[src/rtl/round_ctrl.sv]
// Round sequencer for the two-tank arena: spawn, countdown, play, post-hit delay, scoring.
// Advances once per video frame on frame_clk.
module round_ctrl #(
    parameter int START_FRAMES = 60,
    parameter int END_FRAMES   = 120,
    parameter int CNT_W        = 8,
    parameter int MAX_SCORE    = 5
) (
    input  logic             frame_clk,
    input  logic             Reset,
    input  logic             start_req,
    input  logic             hit_one,
    input  logic             hit_two,
    output logic             tank_reset,
    output logic             move_en,
    output logic [3:0]       score_one,
    output logic [3:0]       score_two,
    output logic [1:0]       winner,
    output logic [CNT_W-1:0] frames_left,
    output logic [2:0]       state_out
);

    typedef enum logic [2:0] {
        S_IDLE      = 3'd0,
        S_SPAWN     = 3'd1,
        S_COUNTDOWN = 3'd2,
        S_PLAY      = 3'd3,
        S_ROUND_END = 3'd4,
        S_GAME_OVER = 3'd5
    } state_t;

    localparam logic [CNT_W-1:0] START_LOAD = CNT_W'(START_FRAMES - 1);
    localparam logic [CNT_W-1:0] END_LOAD   = CNT_W'(END_FRAMES - 1);
    localparam logic [CNT_W-1:0] CNT_ONE    = CNT_W'(1);
    localparam logic [3:0]       MAX_SC     = 4'(MAX_SCORE);

    state_t           state_reg, state_next;
    logic [3:0]       score_one_reg, score_one_next;
    logic [3:0]       score_two_reg, score_two_next;
    logic [1:0]       winner_reg, winner_next;
    logic [CNT_W-1:0] frames_left_reg, frames_left_next;
    logic             start_req_q_reg;
    logic             start_pulse;

    assign start_pulse = start_req & ~start_req_q_reg;

    always_comb begin
        state_next       = state_reg;
        score_one_next   = score_one_reg;
        score_two_next   = score_two_reg;
        winner_next      = winner_reg;
        frames_left_next = frames_left_reg;
        case (state_reg)
            S_IDLE, S_GAME_OVER: begin
                if (start_pulse) begin
                    score_one_next = 4'd0;
                    score_two_next = 4'd0;
                    winner_next    = 2'd0;
                    state_next     = S_SPAWN;
                end
            end
            S_SPAWN: begin
                frames_left_next = START_LOAD;
                state_next       = S_COUNTDOWN;
            end
            S_COUNTDOWN: begin
                if (frames_left_reg != '0)
                    frames_left_next = frames_left_reg - CNT_ONE;
                else
                    state_next = S_PLAY;
            end
            S_PLAY: begin
                frames_left_next = '0;
                if (hit_one || hit_two) begin
                    frames_left_next = END_LOAD;
                    state_next       = S_ROUND_END;
                    if (hit_one && hit_two) begin
                        winner_next = 2'd3;
                    end else if (hit_one) begin
                        winner_next    = 2'd2;
                        score_two_next = (score_two_reg >= MAX_SC) ? score_two_reg
                                                                   : score_two_reg + 4'd1;
                    end else begin
                        winner_next    = 2'd1;
                        score_one_next = (score_one_reg >= MAX_SC) ? score_one_reg
                                                                   : score_one_reg + 4'd1;
                    end
                end
            end
            S_ROUND_END: begin
                if (frames_left_reg != '0)
                    frames_left_next = frames_left_reg - CNT_ONE;
                else if (score_one_reg == MAX_SC || score_two_reg == MAX_SC)
                    state_next = S_GAME_OVER;
                else
                    state_next = S_SPAWN;
            end
            default: begin
                state_next       = S_IDLE;
                score_one_next   = 4'd0;
                score_two_next   = 4'd0;
                winner_next      = 2'd0;
                frames_left_next = '0;
            end
        endcase
    end

    always_ff @(posedge frame_clk) begin
        if (Reset) begin
            state_reg       <= S_IDLE;
            score_one_reg   <= 4'd0;
            score_two_reg   <= 4'd0;
            winner_reg      <= 2'd0;
            frames_left_reg <= '0;
            // Track the key level during reset so a key held across release is not seen as a press.
            start_req_q_reg <= start_req;
        end else begin
            state_reg       <= state_next;
            score_one_reg   <= score_one_next;
            score_two_reg   <= score_two_next;
            winner_reg      <= winner_next;
            frames_left_reg <= frames_left_next;
            start_req_q_reg <= start_req;
        end
    end

    assign tank_reset  = Reset | (state_reg == S_IDLE) | (state_reg == S_SPAWN);
    assign move_en     = ~Reset & (state_reg == S_PLAY);
    assign score_one   = score_one_reg;
    assign score_two   = score_two_reg;
    assign winner      = winner_reg;
    assign frames_left = frames_left_reg;
    assign state_out   = state_reg;

endmodule
[config.mk]
export PLATFORM = sky130hd
export DESIGN_NAME = round_ctrl
export DESIGN_NICKNAME = d
export VERILOG_FILES = /design/src/rtl/round_ctrl.sv
export SDC_FILE = /design/constraint.sdc
export NUM_CORES = 1
export LEC_CHECK = 0
export BUFFER_PORTS_ARGS = -buffer_cell sky130_fd_sc_hd__buf_2
export CAP_MARGIN = 10
export CORE_ASPECT_RATIO = 1.75
export CORE_MARGIN = 3
export CORE_UTILIZATION = 49
export CTS_BUF_LIST = sky130_fd_sc_hd__clkbuf_8
export CTS_CLUSTER_SIZE = 24
export DETAILED_ROUTE_END_ITERATION = 6
export PLACE_DENSITY = 0.76
export RECOVER_POWER = 25
export SLEW_MARGIN = 10
export SYNTH_ARGS = -nofsm -noshare
export SYNTH_HDL_FRONTEND = slang
export SYNTH_SLANG_ARGS = --single-unit
[constraint.sdc]
create_clock -name frame_clk -period 4.55 [get_ports frame_clk]
set_clock_uncertainty 0.15 [all_clocks]
set_input_delay 0.91 -clock frame_clk [delete_from_list [all_inputs] [get_ports frame_clk]]
set_output_delay 0.91 -clock frame_clk [all_outputs]
set_load 0.05 [all_outputs]
# [Word-level counts from Yosys, hierarchy flattened]
# Cells that the tools add are included.
[word_totals] reg_bits=22 latch_bits=0 ramBits=0 rom_bits=0 output_inout_bits=23 elab_cells=74 memories=0
[classes] n_addsub=3 n_mul=0 div_mod_pow=0 n_lt_le_gt_ge=2 eq_ne=17 shift=0 n_mux=25 n_bitwise=8 reduce_logical=13
[op_table] op="$mux 4" count=9
[op_table] op="$pmux 8 s4" count=1
[op_table] op="$pmux 4 s3" count=2
[op_table] op="$ne 2x2->1 const B" count=9
[op_table] op="$mux 3" count=5
[op_table] op="$pmux 3 s5" count=1
[op_table] op="$reduce_and 6->1" count=2
[op_table] op="$add 4x1->4 const B" count=2
[op_table] op="$eq 4x3->1 const B" count=2
[op_table] op="$ge 4x3->1 const B" count=2
[op_table] op="$mux 2" count=4
[op_table] op="$mux 8" count=1
[op_table] op="$reduce_bool 8->1" count=1
[op_table] op="$sub 8x1->8 const B" count=1
[op_table] op="$mux 7" count=1
[op_table] op="$eq 3x2->1 const B" count=2
[op_table] op="$eq 3x3->1 const B" count=2
[op_table] op="$pmux 2 s3" count=1
[op_table] op="$not 1->1" count=4
[op_table] op="$reduce_and 4->1" count=1
[op_table] op="$reduce_or 2->1" count=2
[op_table] op="$eq 3x1->1 const B" count=1
[op_table] op="$logic_not 3->1" count=1
[op_table] op="$reduce_and 3->1" count=1
[op_table] op="7 further kinds" count=10

# [Depth between registers and ports, before layout]
# Gate-level depths: netlist (run 1).
[depth] ltp_word=6 mapped_depth=8 ltp_nobuf=7

# [Least setup slack after synthesis (run 1)]
# Ideal clock, no wire load.
[synth_path] path_type="input port to output port" from="in Reset" to="out tank_reset" arrival_ns=1.928 t_required_ns=3.490 slack_ns=1.562 stages=3 n_path_buf=2 cell_sequence="clkbuf_1 > clkbuf_1 > o21bai_1"
[synth_via] elab_chain_cells=2
[synth_lines] element="from (decl)" line="10" rtl="input logic Reset,"
[synth_lines] element="$or 1x1->1 (2 in a row)" line="127" rtl="assign tank_reset = Reset | (state_reg == S_IDLE) | (state_reg == S_SPAWN);"
[synth_lines] element="to (decl)" line="14" rtl="output logic tank_reset,"
# Every way passes these cells.

# [Worst setup path after layout (run 1)]
[layout_path] from="in Reset" to="out move_en"
[layout_via] elab_chain_cells=2
[layout_lines] element="$not 1->1" line="128" rtl="assign move_en = ~Reset & (state_reg == S_PLAY);"
[layout_lines] element="$and 1x1->1" line="128"
[layout_lines] element="to (decl)" line="15" rtl="output logic move_en,"
# Every way passes these cells.

==> results of run 1 <==
-- layer usage --
metal | vias to the layer above | routed length [um] | GRT usage [%]
met5 | - | 0 | 0
met4 | 0 | 37 | 7.492
met3 | 4 | 134 | 2.663
met2 | 38 | 1854 | 40.80
met1 | 621 | 1144 | 21.86
li1 | 619 | - | -
-- final cells by class --
class	instances	share of cell area, %
clock buffer	4	3.710
tap	26	2.192
inverter	12	3.035
multi-input combinational	116	52.95
timing repair buffer	27	8.432
sequential	22	29.68
-- placed cells by master, fill, tap and decap left out, types with 3 or more instances in the layout --
cell      synthesis  final
o31ai_1           4      4
nor3_1            4      4
ha_1              8      8
clkbuf_8          0      4
inv_1            12     12
clkbuf_1          7      8
a21o_1            3      3
a32o_1            4      4
nand2b_1          5      5
o21ai_0           3      3
nand2_1           9      9
nand3_1           5      5
a21oi_1          11     11
xnor2_1           3      3
buf_2             0     19
nor2_1           14     14
nor2b_1           4      4
dfxtp_1          22     22
-- worst paths after layout --
check	startpoint	to	slack [ps]
worst min register to register	winner[1]$_SDFFE_PP0P_	winner[1]$_SDFFE_PP0P_	360
worst max-delay path	Reset	move_en	1490
worst max register to register	score_one[1]$_SDFFE_PP0P_	score_one[3]$_SDFFE_PP0P_	2360
worst min-delay path	winner[1]$_SDFFE_PP0P_	winner[1]$_SDFFE_PP0P_	360
-- worst max-delay path: cells and delay by family --
family | cells | cell delay [ps]
AND/OR/NAND/NOR | 1 | 360
buffers and inverters | 3 | 730
-- report_power, final --
part | internal [mW] | switching, mW | total [mW]
Sequential | 0.203 | 0.0167 | 0.219
Clock | 0.0771 | 0.0619 | 0.139
Combinational | 0.0579 | 0.106 | 0.164
-- stage by stage --
| step | hold WS (ps) | cell area (um2) | setup slack [ps] |
|---|---|---|---|
| 6_report | 362.8 | 1484 | 1490 |
| 5_1_grt | 392.1 | 1484 | 1435 |
| 4_1_cts | 358.4 | 1494 | 1500 |
| 3_5_place_dp | 339.6 | 1439 | 1506 |
| 3_3_place_gp | 352.2 | 1439 | 1518 |
| 2_1_floorplan | 556.7 | 1297 | 1562 |
-- logic make-up after synthesis --
family / after synthesis
and+or+nand+nor: 57
DFF: 22
AOI/OAI and AO/OA: 46
muxes: 1
xor gates and xnor gates: 4
adders and majority gates: 8
buffers and inverters: 19
==> metrics.txt, run 1 <==
Slew Limit Fails=0; Clock Path Buffers=2; initial antenna violation count=0; top post-synthesis cells by count=dfxtp_1 (22), nor2_1 (14), inv_1 (12), a21oi_1 (11), nand2_1 (9); Critical Path, Cell by Cell=buf_2 > or2_2 > inv_1 > buf_2; R2R cell count=7; Die X=44.90 um; Post-CTS Hold Buffers=0; Synth area leader=dfxtp_1; Final Cycle Share=67.26%; Seq/Total Area, Yosys=33.94%; most common cell in the netlist=dfxtp_1; via count=1282; area share of the largest cell type after synthesis=33.94%; area taken by multi-input logic gates=785.8 um2; DR vias/cell=6.193; # IOs=28; Compound-Gate Fraction of Synth Area=25.75%; CTS clk-pin slew, worst paths=80 ps; Cell Rows=24; Die ar.=0.003326 mm2; Port Buffer Count=27; Fin Setup TNS=0 ps; CTS buffer count=3; distinct cell type count after synthesis=44; yosys warns=0; htree depth=1; HP Class=reg2reg; simple logic cell fraction of the synthesized area=23.63%; peak supply drop=196.2 uV; number of flip-flops in the largest register=8; Max Cap Viol=0; Total Wirelength=3.171 mm; non-filler cells, final=207; Crit-path slowest cell=or2_2; GPL Wtd Cong=0.8353; pwr dens=351.6 mW/mm2; TritonCTS clock tree=yes; Post-Synthesis Cells=157; Nets=195; # diodes=0; post_cts resized=0; Die H=74.07 um; Final Hold Viols=0; core area=0.002522 mm2; Synth Area in Adders=7.715%; Mapped Area=0.001297 mm2; fraction of registers with async set/reset=0%; WL/cell=15.32 um; CTS root buffer=clkbuf_8; Hold Crit Depth=1; FF+latch count, synth=22; delay of the slowest critical-path stage=360 ps; total power=521.8 uW; drt drc=0; post-CTS setup buffers=0; Top FF cell, synth=dfxtp_1; # setup viols final=0; Setup crit end kind=output port; drt first pass iters=4; HPWL Detailed=2.402 mm; Syn-to-layout area delta=14.37%; fraction of layout cells with a size suffix above 1=16.02%; outcome=completed; xor/xnor share of the synthesized area=2.700%; Slew HR=59.25%; Avg Cell Area, Syn=8.264 um2; critical path class=in2out; Required @ worst endpoint=3490 ps; worst slew pin tran=613.9 ps; worst skew pair latency=260 ps; Synth Net Count=170; top post-synthesis cells by area=dfxtp_1 (34%), ha_1 (7.7%), a21oi_1 (4.2%); starting DRC count in detailed routing=57; RSZ-0062 raised after global routing=no; critical path's most frequent cell=buf_2; vias in the first global route=1200; Sink Count=22; startpoint types=primary input; largest family of logic cells by synthesized area=compound AO/OA/AOI/OAI gates; total global routing overflow=0; FF+latch area=440.4 um2; first-pass GRT wire length=5.278 mm; fmax=326.8 MHz; total track usage=20.98%; initial core utilization=51.44%; fin util=58.83%; largest net degree at the start of global routing=21; placed insts=203; filler cell count=251; Arrival @ worst endpoint=2000 ps; min cycle time layout=3060 ps; mux cell area share after synthesis=0.7715%; static leakage=0.6327 nW; post-route ant nets=0; CP Max Fanout=20; Post-synth EDFFs=0
Power figures use the tool's default switching activity.
==> inputs of run 2 (changes only) <==
--- a/config.mk
+++ b/config.mk
@@ -5,6 +5,7 @@
 export SDC_FILE = /design/constraint.sdc
 export NUM_CORES = 1
 export LEC_CHECK = 0
+export ABC_AREA = 1
 export BUFFER_PORTS_ARGS = -buffer_cell sky130_fd_sc_hd__buf_2
 export CAP_MARGIN = 10
 export CORE_ASPECT_RATIO = 1.75
@@ -13,7 +14,7 @@
 export CTS_BUF_LIST = sky130_fd_sc_hd__clkbuf_8
 export CTS_CLUSTER_SIZE = 24
 export DETAILED_ROUTE_END_ITERATION = 6
-export PLACE_DENSITY = 0.76
+export PLACE_DENSITY = 0.75
 export RECOVER_POWER = 25
 export SLEW_MARGIN = 10
 export SYNTH_ARGS = -nofsm -noshare
==> constraint.sdc (replaced) <==
create_clock -name frame_clk -period 3 [get_ports frame_clk]
set_clock_uncertainty 0.15 [all_clocks]
set_input_delay 0.6 -clock frame_clk [delete_from_list [all_inputs] [get_ports frame_clk]]
set_output_delay 0.6 -clock frame_clk [all_outputs]
set_load 0.05 [all_outputs]
==> run 2 against run 1 <==
Wire length up 3.3%. Combinational power grew to 8.7 times the previous value. Clock power rose by 31%. Hold slack worse by 63 ps. Largest power group is now combinational cells. Highest routed layer unchanged.
==> metrics.txt, run 2 <==
outcome=completed; total track usage=18.39%; Slew HR=60.46%; TritonCTS clock tree=yes; fraction of registers with async set/reset=0%; top post-synthesis cells by area=dfxtp_1 (29%), nand2_1 (15%), ha_1 (6.5%); Post-CTS Hold Buffers=0; Top FF cell, synth=dfxtp_1; Fin Setup TNS=0 ps; most common cell in the netlist=nand2_1; CP Max Fanout=12; Setup crit end kind=output port; starting DRC count in detailed routing=23; post-route ant nets=0; Die H=80.26 um; Syn-to-layout area delta=11.99%; filler cell count=332; leading cell type in the layout, fill and taps excluded=nand2_1; total global routing overflow=0; # diodes=0; HPWL Detailed=2.684 mm; largest net degree at the start of global routing=15; Synth Area in Adders=6.483%; commonest non-fill, non-tap cells in the layout=nand2_1 (60), nor2_1 (26), inv_1 (23); yosys warns=0; post_cts resized=0; distinct cell type count after synthesis=28; fraction of layout cells with a size suffix above 1=21.40%; GPL Wtd Cong=0.8180; area share of the largest cell type after synthesis=28.53%; total power=2.073 mW; Total Wirelength=3.277 mm; Mapped Area=0.001544 mm2; cell family with most CP delay=flip-flops; DR WL met3=83 um; Arrival @ worst endpoint=1610 ps; htree depth=1; uppermost routed layer=met4; Met1 Routed Length=1.263 mm; HP Class=in2reg; core area=0.002960 mm2; Nets=272; via count=1458; CTS buffer count=3; post-CTS setup buffers=0; DR vias/cell=4.876; Critical Path, Cell by Cell=nand2_2 > nor2_4 > inv_2 > nor2_1 > buf_2; Synth area leader=dfxtp_1; startpoint types=register; Die X=48.44 um; Slew Limit Fails=0; r2r setup slk=1240 ps; Bufs and invs on worst path=2; top post-synthesis cells by count=nand2_1 (60), nor2_1 (26), inv_1 (23), dfxtp_1 (22); WL/cell=10.96 um; static leakage=0.8074 nW; Cell Rows=26; drt drc=0; Avg Cell Area, Syn=6.713 um2; Post-synth EDFFs=0; number of flip-flops in the largest register=8; Max Cap Viol=0; # setup viols final=0; CTS root buffer=clkbuf_8; # IOs=28; vias in the first global route=1443; min cycle time layout=2364 ps; Required @ worst endpoint=2250 ps; initial antenna violation count=0; xor/xnor share of the synthesized area=1.702%; Sink Count=22; Met2 Wirelength=1.837 mm; Clock Path Buffers=2; Post-Synthesis Cells=230; initial core utilization=52.16%; critical path class=reg2out; peak supply drop=719.6 uV; mux cell area share after synthesis=0%; Final Cycle Share=78.81%; worst slew pin tran=595.7 ps; Seq/Total Area, Yosys=28.53%; drt first pass iters=4; Final Hold Viols=0; pwr dens=1199 mW/mm2; FF+latch count, synth=22; fmax=422.9 MHz; Die ar.=0.003887 mm2; CTS clk-pin slew, worst paths=80 ps; largest family of logic cells by synthesized area=simple AND/OR/NAND/NOR gates; delay of the slowest critical-path stage=490 ps; Compound-Gate Fraction of Synth Area=11.75%; Port Buffer Count=27; worst skew pair latency=260 ps; Synth Net Count=243; RSZ-0062 raised after global routing=no; Crit-path slowest cell=dfxtp_1; first-pass GRT wire length=5.740 mm; simple logic cell fraction of the synthesized area=41.41%
run 2: worst reg2reg max path: cells and delay by family, from the launching register on:
kind / cells / cell delay, ps
AO/OA/AOI/OAI: 2 / 390
buffers and inverters: 1 / 90
flip-flops: 1 / 610
AND/OR/NAND/NOR: 4 / 430
run 2: logic make-up after synthesis:
kind of cell / Yosys count
simple gates: 130
xor+xnor: 3
buf+inv: 35
fa+ha+maj: 8
compound gates: 32
flops: 22
run 2: layout make-up:
class	instances	area (um2)	share of cell area, %
Tap cell	42	52.55	3.039
Clock buffer	3	41.29	2.388
Multi-Input combinational cell	173	947.2	54.78
Inverter	32	125.1	7.236
Sequential cell	22	440.4	25.47
Timing Repair Buffer	27	122.6	7.091
run 2: final timing paths:
| path | end | cells after the start | from |
|---|---|---|---|
| worst min register to register | winner[0]$_SDFFE_PP0P_ | 2 | winner[0]$_SDFFE_PP0P_ |
| worst max-delay path | move_en | 5 | state_out[1]$_SDFFE_PP0P_ |
| worst min-delay path | start_req_q_reg$_DFF_P_ | 1 | start_req |
| worst max register to register | frames_left[3]$_SDFFE_PP0P_ | 7 | state_out[2]$_SDFFE_PP0P_ |
run 2: report_power, final:
| group | total (mW) | internal, mW | switching (mW) | leakage (nW) |
|---|---|---|---|---|
| sequential | 0.475 | 0.374 | 0.101 | 0.180 |
| clock | 0.182 | 0.0896 | 0.0920 | 0.0216 |
| combinational | 1.42 | 0.408 | 1.01 | 0.606 |
| total | 2.07 | 0.871 | 1.20 | 0.807 |
run 2: metrics by stage:
stage | worst slack, ps | instance area [um2] | hold slack [ps] | util [%] | std cells
after floorplan | 404.5 | 1544 | 477.7 | - | 230
after global placement | 688.8 | 1700 | 298.2 | 57.44 | 296
after detailed placement | 672.4 | 1700 | 304.5 | 57.44 | 296
after CTS | 641.0 | 1742 | 298.0 | 58.83 | 299
after global routing | 531.2 | 1729 | 299.6 | 58.41 | 299
final | 635.6 | 1729 | 300.0 | 58.41 | 299
run 2: routing by layer:
metal / GRT usage (%) / vias up
met1: 16.55 / 646
met4: 10.26 / 0
met2: 38.54 / 24
met3: 1.855 / 10
met5: 0 / -
li1: - / 778
